### config.mk
export PLATFORM = sky130hd
export DESIGN_NAME = forward_unit_nport
export DESIGN_NICKNAME = d
export VERILOG_FILES = /design/src/rtl/forward_unit_nport.sv
export SDC_FILE = /design/constraint.sdc
export NUM_CORES = 1
export LEC_CHECK = 0
export BUFFER_PORTS_ARGS = -buffer_cell sky130_fd_sc_hd__clkbuf_2
export CAP_MARGIN = 20
export CELL_PAD_IN_SITES_DETAIL_PLACEMENT = 1
export CELL_PAD_IN_SITES_GLOBAL_PLACEMENT = 1
export CORE_AREA = 2 2 150 123
export DETAILED_ROUTE_END_ITERATION = 6
export DIE_AREA = 0 0 152 125
export PLACE_DENSITY = 0.81
export SKIP_CTS_REPAIR_TIMING = 1
export SLEW_MARGIN = 10
export SYNTH_ARGS = -nofsm -noshare
export SYNTH_HDL_FRONTEND = slang
export SYNTH_SLANG_ARGS = --single-unit
### constraint.sdc
create_clock -name clk -period 3.21 [get_ports clk]
set_clock_uncertainty 0.05 [all_clocks]
set_input_delay 0.642 -clock clk [delete_from_list [all_inputs] [get_ports clk]]
set_output_delay 0.642 -clock clk [all_outputs]
set_load 0.01 [all_outputs]
### src/rtl/forward_unit_nport.sv
// -----------------------------------------------------------------------------
// forward_unit_nport
//
// Operand-forwarding and load-use hazard unit for the pipelined RV32 core.
// It sits between the register-file read and the ALU inputs.
//
// For each read port it picks the freshest copy of the source register from
// one of these places:
//   - the EX result,
//   - the current writeback,
//   - a DEPTH-deep writeback delay line, which covers the register-file
//     write latency,
//   - the register file itself.
// It also holds the front end for LOAD_LAT cycles when an operand depends
// on a load that is still in EX.
//
// Parameters
//   WIDTH     operand/data width
//   NUM_RD    number of read operand ports
//   DEPTH     writeback delay-line entries (>=1)
//   LOAD_LAT  stall cycles per load-use hazard (>=1, <=16)
//
// Ports
//   clk         in   rising-edge clock
//   rst_n       in   asynchronous active-low reset
//   flush       in   synchronous clear of the delay line and the stall FSM
//   rs_addr     in   NUM_RD*5 source register numbers, port i = [5i+4:5i]
//   rs_used     in   NUM_RD per-port "operand consumed this cycle"
//   rf_rdata    in   NUM_RD*WIDTH register-file read data
//   ex_valid    in   EX holds a valid register-writing instruction
//   ex_rd       in   EX destination register
//   ex_is_load  in   EX instruction is a load (result not yet available)
//   ex_result   in   EX ALU result
//   wb_valid    in   writeback commits this cycle
//   wb_rd       in   writeback destination register
//   wb_data     in   writeback data
//   src_data    out  NUM_RD*WIDTH forwarded operand per port
//   fwd_sel     out  NUM_RD*2 per-port source: 00 rf, 01 ex, 10 wb, 11 delay line
//   stall       out  hold IF/DE and insert a bubble in EX
//   fwd_count   out  saturating count of non-stalled cycles that forwarded
// -----------------------------------------------------------------------------
module forward_unit_nport #(
  parameter int WIDTH    = 32,
  parameter int NUM_RD   = 2,
  parameter int DEPTH    = 2,
  parameter int LOAD_LAT = 1
) (
  input  logic                      clk,
  input  logic                      rst_n,
  input  logic                      flush,
  input  logic [NUM_RD*5-1:0]       rs_addr,
  input  logic [NUM_RD-1:0]         rs_used,
  input  logic [NUM_RD*WIDTH-1:0]   rf_rdata,
  input  logic                      ex_valid,
  input  logic [4:0]                ex_rd,
  input  logic                      ex_is_load,
  input  logic [WIDTH-1:0]          ex_result,
  input  logic                      wb_valid,
  input  logic [4:0]                wb_rd,
  input  logic [WIDTH-1:0]          wb_data,
  output logic [NUM_RD*WIDTH-1:0]   src_data,
  output logic [NUM_RD*2-1:0]       fwd_sel,
  output logic                      stall,
  output logic [15:0]               fwd_count
);

  localparam logic [1:0] SEL_RF = 2'b00;
  localparam logic [1:0] SEL_EX = 2'b01;
  localparam logic [1:0] SEL_WB = 2'b10;
  localparam logic [1:0] SEL_DL = 2'b11;

  // A single-cycle load latency is fully covered by the combinational stall,
  // so the FSM only leaves IDLE when more than one stall cycle is needed.
  localparam bit         MULTI_CYCLE = (LOAD_LAT > 1);
  localparam logic [3:0] STALL_INIT  = 4'(LOAD_LAT - 1);

  typedef enum logic {
    IDLE  = 1'b0,
    STALL = 1'b1
  } state_t;

  // ---------------------------------------------------------------------------
  // Writeback delay line: entry 0 is the youngest
  // ---------------------------------------------------------------------------
  logic [DEPTH-1:0]            dl_valid_q, dl_valid_d;
  logic [DEPTH-1:0][4:0]       dl_rd_q,    dl_rd_d;
  logic [DEPTH-1:0][WIDTH-1:0] dl_data_q,  dl_data_d;

  // x0 writes are dropped on entry, so lookups never need to special-case them.
  assign dl_valid_d[0] = !flush && wb_valid && (wb_rd != 5'd0);
  assign dl_rd_d[0]    = wb_rd;
  assign dl_data_d[0]  = wb_data;

  generate
    for (genvar gi = 1; gi < DEPTH; gi++) begin : g_dl_shift
      assign dl_valid_d[gi] = !flush && dl_valid_q[gi-1];
      assign dl_rd_d[gi]    = dl_rd_q[gi-1];
      assign dl_data_d[gi]  = dl_data_q[gi-1];
    end
  endgenerate

  always_ff @(posedge clk or negedge rst_n) begin
    if (!rst_n) begin
      dl_valid_q <= '0;
      dl_rd_q    <= '0;
      dl_data_q  <= '0;
    end else begin
      dl_valid_q <= dl_valid_d;
      dl_rd_q    <= dl_rd_d;
      dl_data_q  <= dl_data_d;
    end
  end

  // ---------------------------------------------------------------------------
  // Per-port operand select and load-use match
  // ---------------------------------------------------------------------------
  logic [NUM_RD-1:0] port_load_hit;

  generate
    for (genvar gi = 0; gi < NUM_RD; gi++) begin : g_port
      logic [4:0]       rs;
      logic             dl_hit;
      logic [WIDTH-1:0] dl_val;
      logic [WIDTH-1:0] data;
      logic [1:0]       sel;

      assign rs = rs_addr[5*gi +: 5];

      // The scan runs oldest to youngest, so the youngest match overwrites
      // any older one.
      always_comb begin
        dl_hit = 1'b0;
        dl_val = '0;
        for (int k = DEPTH - 1; k >= 0; k--) begin
          if (dl_valid_q[k] && (dl_rd_q[k] == rs)) begin
            dl_hit = 1'b1;
            dl_val = dl_data_q[k];
          end
        end
      end

      // A load in EX has no result yet. It is skipped here, so older
      // producers still supply the operand while the stall is applied.
      always_comb begin
        data = rf_rdata[gi*WIDTH +: WIDTH];
        sel  = SEL_RF;
        if (rs == 5'd0) begin
          data = '0;
          sel  = SEL_RF;
        end else if (ex_valid && !ex_is_load && (ex_rd == rs)) begin
          data = ex_result;
          sel  = SEL_EX;
        end else if (wb_valid && (wb_rd == rs)) begin
          data = wb_data;
          sel  = SEL_WB;
        end else if (dl_hit) begin
          data = dl_val;
          sel  = SEL_DL;
        end
      end

      assign src_data[gi*WIDTH +: WIDTH] = data;
      assign fwd_sel[2*gi +: 2]          = sel;
      assign port_load_hit[gi]           = rs_used[gi] && (rs == ex_rd);
    end
  endgenerate

  logic hazard;
  assign hazard = ex_valid && ex_is_load && (ex_rd != 5'd0) && (|port_load_hit);

  // ---------------------------------------------------------------------------
  // Stall FSM: state register, next-state logic, and output logic
  // ---------------------------------------------------------------------------
  state_t     state_q, state_d;
  logic [3:0] cnt_q,   cnt_d;

  always_ff @(posedge clk or negedge rst_n) begin
    if (!rst_n) begin
      state_q <= IDLE;
      cnt_q   <= 4'd0;
    end else begin
      state_q <= state_d;
      cnt_q   <= cnt_d;
    end
  end

  always_comb begin
    state_d = state_q;
    cnt_d   = cnt_q;
    if (flush) begin
      state_d = IDLE;
      cnt_d   = 4'd0;
    end else begin
      case (state_q)
        IDLE: begin
          // The first stall cycle is issued from IDLE, so STALL covers
          // the remaining LOAD_LAT-1 cycles.
          if (hazard && MULTI_CYCLE) begin
            state_d = STALL;
            cnt_d   = STALL_INIT;
          end
        end
        STALL: begin
          if (cnt_q == 4'd1) begin
            state_d = IDLE;
            cnt_d   = 4'd0;
          end else begin
            cnt_d = cnt_q - 4'd1;
          end
        end
        default: begin
          state_d = IDLE;
          cnt_d   = 4'd0;
        end
      endcase
    end
  end

  always_comb begin
    stall = !flush && ((state_q == STALL) || ((state_q == IDLE) && hazard));
  end

  // ---------------------------------------------------------------------------
  // Forwarding activity counter (saturating)
  // ---------------------------------------------------------------------------
  logic        any_fwd;
  logic [15:0] fwd_count_q, fwd_count_d;

  assign any_fwd = |fwd_sel;

  always_comb begin
    fwd_count_d = fwd_count_q;
    if (any_fwd && !stall && (fwd_count_q != 16'hFFFF)) begin
      fwd_count_d = fwd_count_q + 16'd1;
    end
  end

  always_ff @(posedge clk or negedge rst_n) begin
    if (!rst_n) begin
      fwd_count_q <= 16'd0;
    end else begin
      fwd_count_q <= fwd_count_d;
    end
  end

  assign fwd_count = fwd_count_q;

endmodule
==> Word-level counts from Yosys, hierarchy flattened <==
Cells that the tools add are included.
Widths: inputs -> output; s select.
{ "word_totals": {"register_bits": 97, "latch_bits": 0, "ramBits": 0, "romBits": 0, "out_inout_bits": 85, "elab_cells": 85, "n_memories": 0} }
{ "classes": {"add_sub_neg": 2, "multipliers": 0, "div": 0, "n_lt_le_gt_ge": 0, "n_eq_ne": 12, "n_shift": 0, "muxes": 30, "n_bitwise": 1, "n_reduce_logical": 32} }
{ "op_table": {"columns": ["op", "n"], "rows": [
  ["$mux 32", 12],
  ["$eq 5x5->1", 10],
  ["$logic_and 1x1->1", 21],
  ["$add 16x1->16 const B", 1],
  ["$mux 2", 8],
  ["$ne 16x16->1 const B", 1],
  ["$mux 4", 3],
  ["$logic_not 5->1", 2],
  ["$reduce_bool 5->1", 2],
  ["$mux 1", 7],
  ["$eq 4x1->1 const B", 1],
  ["$reduce_or 4->1", 1],
  ["$sub 4x1->4 const B", 1],
  ["$logic_not 1->1", 3],
  ["$reduce_bool 2->1", 1],
  ["$reduce_or 2->1", 1],
  ["$logic_or 1x1->1", 1],
  ["$not 1->1", 1]
]} }

==> Logic depth before layout (Yosys ltp) <==
{ "logic_depth": {"depth_word": 11, "ltp_mapped": 10, "mapped_depth_nobuf": 7} }

==> Least setup slack after synthesis <==
No wires, ideal clock.
{ "synth_path": {"kind": "input to output", "from": "input port rs_addr[2]", "to": "output port src_data[0]", "arrival_time_ns": 2.405, "setup_slack_ns": 0.113, "stages": 10, "cell_sequence": "buf_2 -> xor2_1 -> nor4_2 -> and3_1 -> clkbuf_1 -> buf_2 -> mux2i_1 -> a211oi_1 -> a21oi_1 -> a21oi_1"} }
{ "synth_between": {"elab_chain_cells": 8} }
{ "synth_rtl": {"columns": ["item", "line", "text"], "rows": [
  ["start: declaration", "51", "input logic [NUM_RD*5-1:0] rs_addr,"],
  ["$eq 5x5->1", "135", "if (dl_valid_q[k] && (dl_rd_q[k] == rs)) begin"],
  ["$logic_and 1x1->1", "135", null],
  ["$mux 32 / $mux 1 (equally long branches) (2 in a row)", "135", null],
  ["$mux 32", "156", "end else if (dl_hit) begin"],
  ["$mux 32", "153", "end else if (wb_valid && (wb_rd == rs)) begin"],
  ["$mux 32", "150", "end else if (ex_valid && !ex_is_load && (ex_rd == rs)) begin"],
  ["$mux 32 (*)", "147", "if (rs == 5'd0) begin"],
  ["end: declaration", "61", "output logic [NUM_RD*WIDTH-1:0] src_data,"]
]} }
Mark *: on every way between the ends. The rest lies on a longest branch, timed or not.

==> Worst setup path after layout <==
{ "layout_path": {"from": "register dl_rd_q[8] in the netlist's numbering", "to": "output port src_data[25]"} }
{ "layout_between": {"elab_chain_cells": 8} }
{ "layout_rtl": {"columns": ["item", "line", "text"], "rows": [
  ["start: declaration", "86", "logic [DEPTH-1:0][4:0] dl_rd_q, dl_rd_d;"],
  ["start signal: assignment", "109", "dl_rd_q <= dl_rd_d;"],
  ["$eq 5x5->1 (*)", "135", null],
  ["$logic_and 1x1->1 (*)", "135", null],
  ["$mux 32 / $mux 1 (equally long branches) (2 in a row)", "135", null],
  ["$mux 32 (*)", "156", null],
  ["$mux 32 (*)", "153", null],
  ["$mux 32 (*)", "150", null],
  ["$mux 32 (*)", "147", null]
]} }
Marks and branches as above.

==> results.cfg <==
[final_layout]
drive_above_1_share_pct = 40.1
fill_cells = 2146
area_growth_pct = 43.7
stdcell_area_um2 = 8870
multiInputGateArea_um2 = 3790
fin_nets = 1138
regArea_um2 = 2430

[outcome]
violations = setup timing
outcome = finished, violations left

[setup_path]
crit_path_end_kind = output pin
crit_fanout = 7
arrival_ns = 2.59
critPathLaunchType = register
worstSetupPathType = reg2out
worstPathRequired_ns = 2.52

[sta]
timing.final.crit_share_pct = 102
grt_setup_unrepaired = yes
report.final.slew_viol_count = 0
min_period_ns = 3.28
tightestPinTransition_ns = 0.642
fin_ws_ns = -0.0700
relSlewSlack_pct = 57.2
setup_viol = 26
fmax_ghz = 0.305
hold_violations = 0

[logic_synthesis]
yosys-top-cells-area = dfrtp_1 (39%), a21oi_1 (11%), mux2i_1 (8.8%)
synth-seq-cells = 97
ys_warn_count = 0
syn_nets = 887
netlist_area_um2 = 6180
yosysMostFrequentCell = a21oi_1
yosysSeqAreaShare_pct = 39.3
synth-main-ff-cell = dfrtp_1
syn_avg_cell_area_um2 = 8.48
synthDistinctLibCells = 44
yosys.area.top_type = dfrtp_1
async_flop_share_pct = 100
synth_top_area_share_pct = 39.3
netlist_instances = 728
synth_edf_count = 0
synth.top_cells.by_count = a21oi_1 (133), dfrtp_1 (97), o21ai_0 (77), nor2_1 (63), a211oi_1 (57)

[detailed_routing]
drt-total-wl_um = 25800
ant_nets = 0
vias = 6710
drt_iter0_drc = 280
first_pass_iters = 4
post_drt_via_cell_ratio = 5.52
drc_errors = 0
wl_per_cell_um = 21.2

[clock_network]
cts_max_level = 3
cts.clk_slew.worst_paths_ns = 0.07
cts_tree = done
cts_buffers = 9
cts.sinks = 97
clockBufferDepth = 2
cts_root_buffer = clkbuf_16
insertion_delay_ns = 0.35

[global_routing]
grt_first_pass_wirelength_um = 37400
grt_use_total_pct = 24.4
grt_pass1_vias = 6784
antenna_found_initial = 1
gr-total-overflow = 0
grt_max_degree = 56

[place]
place_congestion = 0.879
dpl.hpwl_um = 17800
dpl_cell_area_um2 = 7960
numPortBuffers = 240
pre_cts_ws_ns = -0.264

[die]
dieArea_um2 = 19000
start_util_pct = 34.9
die_y_um = 125
rows = 44
die_x_um = 152
ioPinCount = 241
design.core.area_um2 = 17700

[power]
ir_drop_uv = 338
p_leak_uw = 0.00403
power_density_nw_per_um2 = 357

[flow_run]
max_cap_violations = 0

[min_path]
hp-class = in2async
[cell usage in the layout (no fill, tap or decap), types with 5 or more instances in the layout]
cell type,n
nand2_1,29
dfrtp_1,97
buf_6,5
o21ai_1,10
o21ai_0,65
xnor2_1,17
clkbuf_16,16
buf_2,48
inv_1,12
a21oi_2,13
nor4_2,6
nor2_1,63
nand3_1,13
buf_4,40
mux2i_1,45
xor2_1,35
nor3_1,12
buf_12,15
a211oi_2,28
mux2i_2,8
a21oi_1,119
a211oi_1,29
o22a_1,10
clkbuf_2,190
[where the power goes]
group	switching [uW]	total, uW	internal [uW]
registers	91.7	1390	1300
clock network	492	1040	552
logic	394	731	337
total	977	3170	2190
[final cells by class]
cell class | instances | share of cell area [%]
tap | 230 | 3.24
clock inverter | 5 | 0.423
inverter | 12 | 0.508
sequential | 97 | 27.4
timing repair buffer | 306 | 23.0
clock buffer | 11 | 2.74
antenna | 1 | 0.0282
multi-input combinational | 553 | 42.7
[flip-flops by register name, indices dropped and copies added, names as in the netlist]
signal	count
fwd_count	16
state_q	1
dl_data_d	32
dl_data_q	32
dl_rd_q	5
dl_valid_q	2
cnt_q	4
dl_rd_d	5
[metrics by stage]
step | power, uW | utilization [%] | TNS, ns | hold slack [ns] | instances
detailed placement | 2080 | 45.1 | -8.50 | 0.336 | 1182
global route | 3320 | 50.2 | -6.20 | 0.301 | 1215
finish | 3170 | 50.2 | -0.581 | 0.261 | 1215
floorplan | 1710 | - | 0 | 0.296 | 728
CTS | 3140 | 46.6 | -9.31 | 0.280 | 1198
global placement | 2060 | 45.1 | -3.10 | 0.327 | 1182
[critical path, stage by stage (launching register included)]
cell and delay [ns]:
dfrtp_1 0.43, xor2_2 0.17, nor4_2 0.36, and3_4 0.36, clkbuf_16 0.20, mux2i_1 0.08
a211oi_1 0.21, a21oi_1 0.06, a21oi_1 0.19, buf_2 0.18
[logic make-up after synthesis]
| family | synth area share (%) |
|---|---|
| mux | 9.12 |
| fa+ha+maj | 0.608 |
| simple gates | 11.7 |
| xor+xnor | 7.52 |
| compound gates | 26.6 |
| flops | 39.3 |
| buf+inv | 5.13 |
[final timing paths]
kind                       slack, ns          start  cells past startpoint            end
max                            -0.07     dl_rd_q[8]                      9   src_data[25]
max in group asynchronous       2.12          rst_n                      2  dl_data_q[44]
min                             0.26          rst_n                      1  dl_data_q[62]
max reg2reg                     0.38     dl_rd_q[8]                     10  fwd_count[12]
min reg2reg                     0.35  dl_data_d[58]                      0  dl_data_q[58]
min in group clk                0.35  dl_data_d[58]                      0  dl_data_q[58]
[per-layer routing]
metal,track usage (%),share of wire (%)
met1,33.3,46
met2,40.8,47
met3,4.12,4.9
met4,5.50,1.9
met5,0,0
Power figures use the tool's default switching activity.
